## src/rtl/alu_operand_sequencer_if.sv

```systemverilog
// Handshake and datapath bundle between an operand source, the sequencer and
// the external combinational unit.
interface alu_operand_sequencer_if #(
    parameter int WIDTH = 32
);
    logic             in_valid;
    logic             in_ready;
    logic [WIDTH-1:0] in_a;
    logic [WIDTH-1:0] in_b;
    logic [1:0]       in_op;
    logic [WIDTH-1:0] alu_a;
    logic [WIDTH-1:0] alu_b;
    logic [1:0]       alu_op;
    logic [WIDTH-1:0] alu_s;
    logic             out_valid;
    logic             out_ready;
    logic [WIDTH-1:0] out_result;
    logic             out_zero;
    logic             out_parity;
    logic             busy;

    // The master side plays both the request source and the combinational unit.
    modport master (
        output in_valid, in_a, in_b, in_op, alu_s, out_ready,
        input  in_ready, alu_a, alu_b, alu_op, out_valid, out_result,
               out_zero, out_parity, busy
    );

    modport slave (
        input  in_valid, in_a, in_b, in_op, alu_s, out_ready,
        output in_ready, alu_a, alu_b, alu_op, out_valid, out_result,
               out_zero, out_parity, busy
    );
endinterface

```

## src/rtl/alu_operand_sequencer.sv

```systemverilog
// Registers operands for an external combinational unit, waits SETTLE_CYCLES
// edges for it to settle, then captures and holds the result with flags.
module alu_operand_sequencer #(
    parameter int WIDTH         = 32,
    parameter int SETTLE_CYCLES = 2
) (
    input logic                    clk,
    input logic                    rst_n,
    alu_operand_sequencer_if.slave bus
);
    typedef enum logic [1:0] {IDLE, SETTLE, HOLD} state_e;

    localparam logic [3:0] LAST_CNT = 4'(SETTLE_CYCLES - 1);

    state_e           state_q, state_d;
    logic [3:0]       cnt_q, cnt_d;
    logic [WIDTH-1:0] alu_a_q, alu_a_d;
    logic [WIDTH-1:0] alu_b_q, alu_b_d;
    logic [1:0]       alu_op_q, alu_op_d;
    logic [WIDTH-1:0] result_q, result_d;
    logic             zero_q, zero_d;
    logic             parity_q, parity_d;
    logic             valid_q, valid_d;
    logic             in_ready;
    logic             accept;

    // Ready is a pure function of state and downstream ready, so a held result
    // can be consumed and replaced on the same edge.
    assign in_ready = (state_q == IDLE) || (state_q == HOLD && bus.out_ready);
    assign accept   = bus.in_valid && in_ready;

    always_comb begin
        // NOTE: every signal gets its default before the case so no path leaves
        // it unassigned and infers a latch.
        state_d  = state_q;
        cnt_d    = cnt_q;
        alu_a_d  = alu_a_q;
        alu_b_d  = alu_b_q;
        alu_op_d = alu_op_q;
        result_d = result_q;
        zero_d   = zero_q;
        parity_d = parity_q;
        valid_d  = valid_q;

        if (accept) begin
            alu_a_d  = bus.in_a;
            alu_b_d  = bus.in_b;
            alu_op_d = bus.in_op;
            cnt_d    = 4'd0;
            valid_d  = 1'b0;
            state_d  = SETTLE;
        end else begin
            case (state_q)
                SETTLE: begin
                    cnt_d = cnt_q + 4'd1;
                    if (cnt_q == LAST_CNT) begin
                        // Flags come from alu_s itself, not from the stored result.
                        result_d = bus.alu_s;
                        zero_d   = (bus.alu_s == '0);
                        parity_d = ^bus.alu_s;
                        valid_d  = 1'b1;
                        state_d  = HOLD;
                    end
                end
                HOLD: begin
                    if (bus.out_ready) begin
                        valid_d = 1'b0;
                        state_d = IDLE;
                    end
                end
                IDLE:    state_d = IDLE;
                default: state_d = IDLE;
            endcase
        end
    end

    // NOTE: reset is sampled on the clock edge only, and state uses
    // non-blocking assignments so every flop sees pre-edge values.
    always_ff @(posedge clk) begin
        if (!rst_n) begin
            state_q  <= IDLE;
            cnt_q    <= 4'd0;
            alu_a_q  <= '0;
            alu_b_q  <= '0;
            alu_op_q <= 2'b00;
            result_q <= '0;
            zero_q   <= 1'b1;
            parity_q <= 1'b0;
            valid_q  <= 1'b0;
        end else begin
            state_q  <= state_d;
            cnt_q    <= cnt_d;
            alu_a_q  <= alu_a_d;
            alu_b_q  <= alu_b_d;
            alu_op_q <= alu_op_d;
            result_q <= result_d;
            zero_q   <= zero_d;
            parity_q <= parity_d;
            valid_q  <= valid_d;
        end
    end

    assign bus.in_ready   = in_ready;
    assign bus.alu_a      = alu_a_q;
    assign bus.alu_b      = alu_b_q;
    assign bus.alu_op     = alu_op_q;
    assign bus.out_valid  = valid_q;
    assign bus.out_result = result_q;
    assign bus.out_zero   = zero_q;
    assign bus.out_parity = parity_q;
    assign bus.busy       = (state_q != IDLE);
endmodule
```

## src/flat_wrapper.sv

```systemverilog
// flat-port wrapper written by rule: the top's interface ports become plain ports
module alu_operand_sequencer_flat 
#(
    parameter int WIDTH         = 32,
    parameter int SETTLE_CYCLES = 2
)
  (clk, rst_n, bus_in_valid, bus_in_a, bus_in_b, bus_in_op, bus_alu_s, bus_out_ready, bus_in_ready, bus_alu_a, bus_alu_b, bus_alu_op, bus_out_valid, bus_out_result, bus_out_zero, bus_out_parity, bus_busy);
  alu_operand_sequencer_if #(.WIDTH(WIDTH)) bus_i ();
  input logic clk;
  input logic rst_n;
  input wire logic [$bits(bus_i.in_valid)-1:0] bus_in_valid;
  input wire logic [$bits(bus_i.in_a)-1:0] bus_in_a;
  input wire logic [$bits(bus_i.in_b)-1:0] bus_in_b;
  input wire logic [$bits(bus_i.in_op)-1:0] bus_in_op;
  input wire logic [$bits(bus_i.alu_s)-1:0] bus_alu_s;
  input wire logic [$bits(bus_i.out_ready)-1:0] bus_out_ready;
  output wire logic [$bits(bus_i.in_ready)-1:0] bus_in_ready;
  output wire logic [$bits(bus_i.alu_a)-1:0] bus_alu_a;
  output wire logic [$bits(bus_i.alu_b)-1:0] bus_alu_b;
  output wire logic [$bits(bus_i.alu_op)-1:0] bus_alu_op;
  output wire logic [$bits(bus_i.out_valid)-1:0] bus_out_valid;
  output wire logic [$bits(bus_i.out_result)-1:0] bus_out_result;
  output wire logic [$bits(bus_i.out_zero)-1:0] bus_out_zero;
  output wire logic [$bits(bus_i.out_parity)-1:0] bus_out_parity;
  output wire logic [$bits(bus_i.busy)-1:0] bus_busy;
  assign bus_i.in_valid = bus_in_valid;
  assign bus_i.in_a = bus_in_a;
  assign bus_i.in_b = bus_in_b;
  assign bus_i.in_op = bus_in_op;
  assign bus_i.alu_s = bus_alu_s;
  assign bus_i.out_ready = bus_out_ready;
  assign bus_in_ready = bus_i.in_ready;
  assign bus_alu_a = bus_i.alu_a;
  assign bus_alu_b = bus_i.alu_b;
  assign bus_alu_op = bus_i.alu_op;
  assign bus_out_valid = bus_i.out_valid;
  assign bus_out_result = bus_i.out_result;
  assign bus_out_zero = bus_i.out_zero;
  assign bus_out_parity = bus_i.out_parity;
  assign bus_busy = bus_i.busy;
  alu_operand_sequencer #(.WIDTH(WIDTH), .SETTLE_CYCLES(SETTLE_CYCLES)) u_core (.clk(clk), .rst_n(rst_n), .bus(bus_i));
endmodule
```

## config.mk

```make
export PLATFORM = sky130hd
export DESIGN_NAME = alu_operand_sequencer_flat
export DESIGN_NICKNAME = d
export VERILOG_FILES = /design/src/rtl/alu_operand_sequencer_if.sv /design/src/rtl/alu_operand_sequencer.sv /design/src/flat_wrapper.sv
export SDC_FILE = /design/constraint.sdc
export NUM_CORES = 1
export LEC_CHECK = 0
export BUFFER_PORTS_ARGS = -buffer_cell sky130_fd_sc_hd__buf_2
export CORE_MARGIN = 3
export CORE_UTILIZATION = 43
export CTS_BUF_LIST = sky130_fd_sc_hd__clkbuf_16
export DETAILED_ROUTE_END_ITERATION = 12
export GPL_ROUTABILITY_DRIVEN = 0
export PLACE_DENSITY = 0.77
export SLEW_MARGIN = 25
export SYNTH_ARGS = -nofsm -noshare
export SYNTH_HDL_FRONTEND = slang
export SYNTH_SLANG_ARGS = --single-unit
```

## constraint.sdc

```tcl
create_clock -name clk -period 1.4 [get_ports clk]
set_input_delay 0.21 -clock clk [delete_from_list [all_inputs] [get_ports clk]]
set_output_delay 0.21 -clock clk [all_outputs]
set_load 0.05 [all_outputs]
```

==> metrics.yaml, run 1 <==
status: "complete, but fails checks"
violations: "setup timing"
worstSetupStartpoint: "u_core.cnt_q[1]"
final_cell_count_without_fillers: 890
dp.cells: 870
synth-seq-cells: 107
async_reset_ff_share_pct: 0
final_max_slew_viol_count: 0
globalRouteTotalUtil_pct: 19.6
longest_individual_stage_delay_on_the_worst_path_ps: 330
core.rowCount: 37
route.antenna.remaining_nets: 0
xor_xnor_cell_area_share_of_the_yosys_netlist_pct: 3.41
reg2reg_from: "u_core.cnt_q[1]"
port_buffers: 204
detail_route.first_pass.iterations: 4
crit_path_end_kind: "flip-flop"
fin_crit_ps: 1460
crit_fanout: 6
htree_num_levels: 3
combined_area_of_the_multi_input_logic_cells_um2: 2300
number_of_synthesis_warnings: 0
cts_hold_buffers: 0
fin_worst_skew_ps: 6.33
dp_hpwl_um: 9080
master_of_the_slowest_instance_on_the_critical_path: "sky130_fd_sc_hd__dfxtp_2"
nets: 869
critPathKind: "flip-flop to flip-flop"
power.combinational.fraction_pct: 22.5
clock_tree.root_cell: "sky130_fd_sc_hd__clkbuf_16"
leakage_nw: 3.21
detail_route.iter0.violations: 222
initial_core_util_pct: 44.6
floorplan.die_area_um2: 12000
power_switching_w: 0.00227
setup_ws_ps: -63.2
clock_tree_from_tritoncts: "done"
slew-limit-headroom_pct: 75.3
grt_start_max_net_pins: 57
p_sw_share_pct: 29.7
cellPowerDensity_nw_per_um2: 1180
global_route_wire_length_before_repair_um: 18800
muxShareOfSynthArea_pct: 0
layout.area.seq_um2: 2150
syn_to_final_growth_pct: 39.3
post_synth_and_or_nand_nor_area_fraction_pct: 20.5
detail_route.drc_violations: 0
period_share_pct: 105
core_area_um2: 10400
power.ir.vdd_worst_mv: 0.739
post_synth_edffs: 0
cp_top_family: "simple AND/OR/NAND/NOR gates"
max_freq_mhz: 683
grt_overflow_total: 0
maxCapViolations: 0
clock_path_buffers: 2
timing.critical_path.from_type: "flip-flop"
syn-num-nets: 657
dr_total_vias: 4246
cts.sinks: 107
power.sequential.fraction_pct: 42.9
chipWidth_um: 110
clk_pin_slew_worst_paths_ps: 70
insertion_delay_ps: 340
grt_antenna_before_repair: 0
fill_cells: 867
post_synth_num_cell_types: 30
avgRoutedWirePerCell_um: 14.1
worstPathArrival_ps: 1730
ys_dominant_reg_cell: "sky130_fd_sc_hd__dfxtp_1"
syn_avg_cell_area_um2: 8.61
via_count_of_the_first_global_routing_pass: 4151
boundaryPins: 205
routed_via_density: 4.77
number_of_buffers_created_by_cts: 9
antenna-diode-count: 0
drt-total-wl_um: 12500
clock_power_share_pct: 34.6
internal_power_w: 0.00536
synthCells: 537
dpl_worst_slack_ps: -216
largest_family_of_logic_cells_by_synthesized_area: "simple AND/OR/NAND/NOR gates"
worst_ep_required_time_ps: 1660
path_cells: "inv_2, ha_4, nor3b_4, and2_4, clkbuf_16, nand2_4, a21boi_2"
setup_violations: 3
adder_and_majority_gate_portion_of_the_synthesized_area_pct: 4.87
die_h_um: 110
ys_seq_area_share_pct: 46.3
synth_compound_area_share_pct: 17.8
hold_removal_path_class: "primary input to flip-flop"
setup_repair_after_global_routing_missed_its_margin: "true"
critPathBufInv: 2
share_of_cells_above_drive_strength_1_pct: 39.9
area_of_the_mapped_netlist_um2: 4620
worst_hold_startpoint: "bus_in_a[11]"
number_of_failing_hold_endpoints_at_the_final_stage: 0
worstMarginPinSlew_ps: 371
==> registers in the layout (all words and copies together), names as in the netlist <==
signal and flops:
u_core.bus.alu_op 2, u_core.state_q 2, u_core.bus.out_valid 1, u_core.bus.out_result 32, u_core.bus.alu_a 32, u_core.bus.out_zero 1
u_core.cnt_q 4, u_core.bus.alu_b 32, u_core.bus.out_parity 1
==> logic make-up (layout without fill, tap and decap cells) <==
logic type,count (synthesis),count (layout)
compound gates,106,106
xor+xnor,18,18
fa+ha+maj,18,18
buf+inv,67,284
flops,107,107
simple gates,221,221
==> routing by layer <==
layer / wire length [um] / vias to the layer above / global-route usage (%)
li1: - / 2125 / -
met1: 4930 / 1948 / 21.8
met2: 6450 / 154 / 36.0
met3: 936 / 19 / 4.93
met4: 221 / 0 / 7.39
met5: 0 / - / 0
==> power groups by stage <==
| stage | clock, W | sequential (W) | combinational (W) |
|---|---|---|---|
| 2_1_floorplan | 0 | 0.00382 | 0.000676 |
| 3_3_place_gp | 0 | 0.00333 | 0.00163 |
| 3_5_place_dp | 0 | 0.00334 | 0.00165 |
| 4_1_cts | 0.00270 | 0.00327 | 0.00167 |
| 5_1_grt | 0.00282 | 0.00329 | 0.00184 |
| 6_report | 0.00264 | 0.00327 | 0.00172 |
==> layout make-up <==
type / count / share of cell area, %
inverter: 34 / 1.98
clock inverter: 7 / 1.30
multi-input combinational: 363 / 35.7
timing repair buffer: 234 / 21.5
tap: 136 / 2.64
clock buffer: 9 / 3.50
sequential: 107 / 33.4
==> synthesized netlist by cell type, types with 5 or more instances <==
cell type	count	area share, %
sky130_fd_sc_hd__a21boi_1	89	14
sky130_fd_sc_hd__ha_1	18	4.9
sky130_fd_sc_hd__dfxtp_1	107	46
sky130_fd_sc_hd__xnor2_1	14	2.7
sky130_fd_sc_hd__nand2_4	10	2.4
sky130_fd_sc_hd__buf_2	8	0.87
sky130_fd_sc_hd__inv_1	34	2.8
sky130_fd_sc_hd__a21boi_2	10	2.4
sky130_fd_sc_hd__nand2_1	193	16
sky130_fd_sc_hd__nand4_1	5	0.68
sky130_fd_sc_hd__buf_4	5	0.81
sky130_fd_sc_hd__clkbuf_1	15	1.2
==> worst paths after layout <==
kind	endpoint	slack, ps	depth (start not counted)
worst min-delay path	u_core.bus.alu_a[11]	90	3
worst max register to register	u_core.bus.out_result[9]	-60	7
worst min register to register	u_core.bus.alu_b[10]	450	2
worst max-delay path	u_core.bus.out_result[9]	-60	7
==> timing repair <==
action / 4_1_cts / 5_1_grt
resized for setup: 5 / 43
pin swaps: 0 / 29
buffers inserted: 0 / 1
hold endpoints to repair: 0 / 0
cloned: 0 / 3
setup endpoints to repair: 7 / 35
==> worst min-delay path: stages <==
cell and delay [ps]:
sky130_fd_sc_hd__buf_2 90, sky130_fd_sc_hd__nand2_1 40, sky130_fd_sc_hd__a21boi_1 50
==> placed cells by master (no fill, tap or decap), drive strengths merged <==
| cell type | synthesis | final |
|---|---|---|
| buf | 18 | 232 |
| nand2 | 203 | 203 |
| dfxtp | 107 | 107 |
| a21boi | 99 | 99 |
| inv | 34 | 35 |
| ha | 18 | 18 |
| xnor2 | 14 | 14 |
| clkbuf | 15 | 11 |
| nand4 | 5 | 5 |
| xor2 | 4 | 4 |
| nor2 | 4 | 4 |
| clkinv | 0 | 4 |
| a21oi | 3 | 3 |
| and2 | 2 | 2 |
| bufinv | 0 | 2 |
| nor3b | 2 | 2 |
| o21ai | 2 | 2 |
| or2 | 1 | 1 |
| nor2b | 1 | 1 |
| a211oi | 1 | 1 |
| o21a | 1 | 1 |
| nand2b | 1 | 1 |
| nor4 | 1 | 1 |
| nand3 | 1 | 1 |
==> stage by stage <==
| step | hold slack (ps) | utilization, % | setup TNS, ps | instance area (um2) | power, W |
|---|---|---|---|---|---|
| 6_report | 93.8 | 62.1 | -105 | 6440 | 0.00763 |
| 5_1_grt | 95.6 | 62.1 | -1730 | 6440 | 0.00795 |
| 4_1_cts | 87.6 | 60.1 | -17.3 | 6230 | 0.00764 |
| 3_5_place_dp | 441 | 56.9 | -217 | 5900 | 0.00499 |
| 3_3_place_gp | 437 | 56.9 | -190 | 5900 | 0.00496 |
| 2_1_floorplan | 328 | - | -72.8 | 4670 | 0.00450 |
(Power assumes the default switching activity.)
==> inputs of run 2 (changes only) <==
--- a/config.mk
+++ b/config.mk
@@ -6,12 +6,13 @@
 export NUM_CORES = 1
 export LEC_CHECK = 0
 export BUFFER_PORTS_ARGS = -buffer_cell sky130_fd_sc_hd__buf_2
-export CORE_MARGIN = 3
+export CORE_MARGIN = 2
 export CORE_UTILIZATION = 43
 export CTS_BUF_LIST = sky130_fd_sc_hd__clkbuf_16
 export DETAILED_ROUTE_END_ITERATION = 12
 export GPL_ROUTABILITY_DRIVEN = 0
 export PLACE_DENSITY = 0.77
+export SETUP_SLACK_MARGIN = 0.2
 export SLEW_MARGIN = 25
 export SYNTH_ARGS = -nofsm -noshare
 export SYNTH_HDL_FRONTEND = slang
==> constraint.sdc (replaced) <==
create_clock -name clk -period 1.4 [get_ports clk]
set_input_delay 0.21 -clock clk [delete_from_list [all_inputs] [get_ports clk]]
set_output_delay 0.21 -clock clk [all_outputs]
set_load 0.1 [all_outputs]
==> metrics.yaml, run 2 (synthesized netlist as in run 1, its figures left out) <==
status: "complete, but fails checks"
violations: "setup timing"
drt-total-wl_um: 18200
critical_path.most_common_cell: "sky130_fd_sc_hd__buf_12"
route.antenna.remaining_nets: 0
slew-limit-headroom_pct: 79.9
global_route_wire_length_before_repair_um: 24100
clock_tree_from_tritoncts: "done"
leakage_nw: 3.93
detail_route.drc_violations: 0
share_of_cells_above_drive_strength_1_pct: 59.1
core_area_um2: 10400
most_common_cell_after_layout_fill_and_taps_aside: "sky130_fd_sc_hd__nand2_1"
final_max_slew_viol_count: 0
insertion_delay_ps: 350
initial_core_util_pct: 44.6
master_of_the_slowest_instance_on_the_critical_path: "sky130_fd_sc_hd__dfxtp_4"
worstMarginPinSlew_ps: 300
reg2reg_from: "u_core.state_q[1]"
dr_total_vias: 4845
grt_overflow_total: 0
timing.critical_path.from_type: "flip-flop"
worstPathArrival_ps: 1740
finalPower_w: 0.00905
port_buffers: 204
critPathBufInv: 4
die_h_um: 108
dp_hpwl_um: 9030
number_of_failing_hold_endpoints_at_the_final_stage: 0
setup_repair_after_global_routing_missed_its_margin: "true"
htree_num_levels: 3
clock_tree.root_cell: "sky130_fd_sc_hd__clkbuf_16"
cp_top_family: "buffers and inverters"
fin_worst_skew_ps: 6.30
syn_to_final_growth_pct: 85.3
avgRoutedWirePerCell_um: 19.6
clock_path_buffers: 2
longest_individual_stage_delay_on_the_worst_path_ps: 360
chipWidth_um: 108
path_cells: "a21oi_4, buf_6, and2_4, buf_12, buf_12, buf_16, nand2_1, a21boi_1"
nets: 908
hold_removal_path_class: "primary input to flip-flop"
maxCapViolations: 0
worst_ep_required_time_ps: 1680
boundaryPins: 205
clk_pin_slew_worst_paths_ps: 70
globalRouteTotalUtil_pct: 27.2
via_count_of_the_first_global_routing_pass: 4848
detail_route.first_pass.iterations: 8
floorplan.die_area_um2: 11600
layout_common_cells: "sky130_fd_sc_hd__nand2_1 (102), sky130_fd_sc_hd__buf_2 (101), sky130_fd_sc_hd__dfxtp_1 (78), sky130_fd_sc_hd__buf_6 (72)"
setup_violations: 23
dp.cells: 869
grt_start_max_net_pins: 61
power.ir.vdd_worst_mv: 0.837
max_freq_mhz: 684
timing.setup.tns_ps: -682
worst_hold_startpoint: "bus_in_a[21]"
antenna-diode-count: 0
number_of_buffers_created_by_cts: 9
dpl_worst_slack_ps: -198
period_share_pct: 104
final_cell_count_without_fillers: 929
cts_hold_buffers: 0
critPathKind: "flip-flop to flip-flop"
grt_antenna_before_repair: 0
worstSetupStartpoint: "u_core.state_q[1]"
cellPowerDensity_nw_per_um2: 1060
cts.sinks: 107
crit_path_end_kind: "flip-flop"
routed_via_density: 5.22
fin_crit_ps: 1460
setup_ws_ps: -61.3
core.rowCount: 37
detail_route.iter0.violations: 322
crit_fanout: 7
run 2: cell type report:
class                   instances  area, um2
repair buffers                273       2960
well taps                     136        170
fillers                       545       1800
clock inverters                 7       58.8
inverters                      34        128
flip-flops and latches        107       2190
clock buffers                   9        225
multi-input cells             363       2840
run 2: per-layer routing:
layer  up-vias  global-route usage [%]  share of wire, %
met4         0                    15.2               4.6
met3        63                    5.08               5.3
met5         -                       0                 0
met2       226                    47.8                54
li1       2222                       -                 -
met1      2334                    30.9                37
run 2: stage by stage:
step | utilization [%] | area [um2] | hold slack, ps
2_1_floorplan | - | 4720 | 337
3_3_place_gp | 57.6 | 5970 | 436
3_5_place_dp | 57.6 | 5970 | 443
4_1_cts | 72.4 | 7510 | 88.3
5_1_grt | 82.6 | 8570 | 101
6_report | 82.6 | 8570 | 96.3
run 2: where the power goes:
group / internal, W / total (W) / switching (W)
logic: 0.00125 / 0.00320 / 0.00196
clock network: 0.00136 / 0.00250 / 0.00113
registers: 0.00320 / 0.00335 / 0.000150
total: 0.00581 / 0.00905 / 0.00324
run 2: worst register-to-register path, stage by stage, from the launching register on:
cell and delay [ps]:
sky130_fd_sc_hd__dfxtp_4 360, sky130_fd_sc_hd__a21oi_4 150, sky130_fd_sc_hd__buf_6 120, sky130_fd_sc_hd__and2_4 180, sky130_fd_sc_hd__buf_12 120, sky130_fd_sc_hd__buf_12 120
sky130_fd_sc_hd__buf_16 150, sky130_fd_sc_hd__nand2_1 60, sky130_fd_sc_hd__a21boi_1 120
run 2: worst paths after layout:
| kind | endpoint | slack [ps] | cells after the start |
|---|---|---|---|
| setup / recovery | u_core.bus.alu_a[12] | -60 | 8 |
| hold / removal | u_core.bus.alu_a[21] | 100 | 3 |
| setup reg to reg | u_core.bus.alu_a[12] | -60 | 8 |
| hold reg to reg | u_core.bus.out_result[20] | 460 | 2 |
run 2: repair_timing:
| item | in CTS | in global routing |
|---|---|---|
| buffers inserted | 19 | 6 |
| gates cloned | 16 | 3 |
| pin swaps | 19 | 86 |
| resized for setup | 202 | 275 |
| setup endpoints to repair | 207 | 170 |
==> inputs of run 3 (changes only) <==
--- a/config.mk
+++ b/config.mk
@@ -7,11 +7,11 @@
 export LEC_CHECK = 0
 export BUFFER_PORTS_ARGS = -buffer_cell sky130_fd_sc_hd__buf_2
 export CORE_MARGIN = 2
-export CORE_UTILIZATION = 43
-export CTS_BUF_LIST = sky130_fd_sc_hd__clkbuf_16
+export CORE_UTILIZATION = 44
+export CTS_BUF_LIST = sky130_fd_sc_hd__clkbuf_8
 export DETAILED_ROUTE_END_ITERATION = 12
 export GPL_ROUTABILITY_DRIVEN = 0
-export PLACE_DENSITY = 0.77
+export PLACE_DENSITY = 0.78
 export SETUP_SLACK_MARGIN = 0.2
 export SLEW_MARGIN = 25
 export SYNTH_ARGS = -nofsm -noshare
==> metrics.yaml, run 3 (synthesized netlist as in run 1, its figures left out) <==
core_area_um2: 10300
routed_via_density: 5.25
clock_path_buffers: 2
die_h_um: 106
fin_crit_ps: 1480
violations: "setup timing"
crit_fanout: 24
boundaryPins: 205
hold_removal_path_class: "primary input to flip-flop"
grt_overflow_total: 0
fin_worst_skew_ps: 7.05
cts.sinks: 107
period_share_pct: 106
detail_route.first_pass.iterations: 5
grt_antenna_before_repair: 0
nets: 894
timing.critical_path.from_type: "flip-flop"
antenna-diode-count: 0
leakage_nw: 3.82
via_count_of_the_first_global_routing_pass: 4589
clk_pin_slew_worst_paths_ps: 100
postLayoutCoreUtil_pct: 84.0
insertion_delay_ps: 380
route.antenna.remaining_nets: 0
worst_ep_required_time_ps: 1710
drt-total-wl_um: 18100
initial_core_util_pct: 45.0
setup_ws_ps: -81.5
share_of_cells_above_drive_strength_1_pct: 59.4
maxCapViolations: 0
crit_path_end_kind: "flip-flop"
worstSetupStartpoint: "u_core.cnt_q[1]"
slew-limit-headroom_pct: 62.5
setup_repair_after_global_routing_missed_its_margin: "true"
global_route_wire_length_before_repair_um: 21500
max_freq_mhz: 675
regToRegSetupSlack_ps: -80
worstPathArrival_ps: 1790
crit_end: "u_core.bus.out_result[18]"
worst_reg2reg_path_endpoint: "u_core.bus.out_result[18]"
port_buffers: 204
worstMarginPinSlew_ps: 563
number_of_buffers_created_by_cts: 9
syn_to_final_growth_pct: 86.8
avgRoutedWirePerCell_um: 19.8
most_common_cell_after_layout_fill_and_taps_aside: "sky130_fd_sc_hd__nand2_1"
layout_common_cells: "sky130_fd_sc_hd__nand2_1 (134), sky130_fd_sc_hd__buf_2 (101), sky130_fd_sc_hd__buf_12 (92), sky130_fd_sc_hd__dfxtp_2 (65), sky130_fd_sc_hd__a21boi_1 (62)"
fin_worst_hold_slack_ps: 55.3
final_max_slew_viol_count: 0
critPathKind: "flip-flop to flip-flop"
globalRouteTotalUtil_pct: 24.0
layout.area.seq_um2: 2250
setup_violations: 10
detail_route.drc_violations: 0
cellPowerDensity_nw_per_um2: 980
power.ir.vdd_worst_mv: 0.657
chipWidth_um: 106
clock_tree.root_cell: "sky130_fd_sc_hd__clkbuf_8"
worst_reg_to_reg_path_cell_count: 7
detail_route.iter0.violations: 342
status: "complete, but fails checks"
number_of_failing_hold_endpoints_at_the_final_stage: 0
htree_num_levels: 3
reg2reg_from: "u_core.cnt_q[1]"
dr_total_vias: 4806
core.rowCount: 37
dp_hpwl_um: 8560
clock_tree_from_tritoncts: "done"
fill_cells: 464
grt_start_max_net_pins: 50
floorplan.die_area_um2: 11300
combined_area_of_the_multi_input_logic_cells_um2: 2660
## run 3: timing repair
| action | 4_1_cts | 5_1_grt |
|---|---|---|
| pin swaps | 2 | 62 |
| endpoints found under the setup margin | 207 | 193 |
| hold buffers | 0 | 0 |
| setup buffers | 7 | 7 |
| gates cloned | 5 | 9 |
| gates resized for setup | 257 | 322 |
## run 3: final cells by class
cell class	instances	area share [%]
clock buffer	10	1.59
tap	136	1.97
multi-input combinational	363	30.8
clock inverter	6	0.667
sequential	107	26.0
timing repair buffer	259	37.4
inverter	34	1.48
## run 3: power by group
group / total, W / internal (W) / switching [W]
registers: 0.00338 / 0.00321 / 0.000170
logic: 0.00312 / 0.00124 / 0.00187
clock network: 0.00196 / 0.000863 / 0.00110
## run 3: how the worst min path moves through the flow
stage                              startpoint                        end  depth (start not counted)
finish                           bus_in_b[14]       u_core.bus.alu_b[14]                          3
global route                     bus_in_b[11]       u_core.bus.alu_b[11]                          3
CTS                               bus_in_b[1]        u_core.bus.alu_b[1]                          3
detailed placement  u_core.bus.out_result[19]  u_core.bus.out_result[19]                          2
global placement     u_core.bus.out_result[2]   u_core.bus.out_result[2]                          2
floorplan                       bus_alu_s[21]  u_core.bus.out_result[21]                          2
## run 3: metrics by stage
stage          total power (W)  setup TNS, ps  instances  area (um2)  setup slack (ps)
5_1_grt                0.00870          -2520        915        8630              -121
3_5_place_dp           0.00555           -184        871        6000              -184
2_1_floorplan          0.00506         -17310        537        4720              -280
3_3_place_gp           0.00551           -161        871        6000              -161
6_report               0.00846           -283        915        8630             -81.5
4_1_cts                0.00779              0        899        7240              4.56
## run 3: per-layer routing
metal  routed length, um  GRT usage (%)
met1                6410           26.1
met2                9920           44.4
met3                1020           4.66
met4                 750           11.6
met5                   0              0
## run 3: worst max-delay path: stages, from the launching register on
cell	delay [ps]
sky130_fd_sc_hd__dfxtp_2	340
sky130_fd_sc_hd__inv_2	60
sky130_fd_sc_hd__ha_4	120
sky130_fd_sc_hd__nor3b_4	200
sky130_fd_sc_hd__and2_4	210
sky130_fd_sc_hd__buf_12	180
sky130_fd_sc_hd__nand2_1	130
sky130_fd_sc_hd__a21boi_2	160
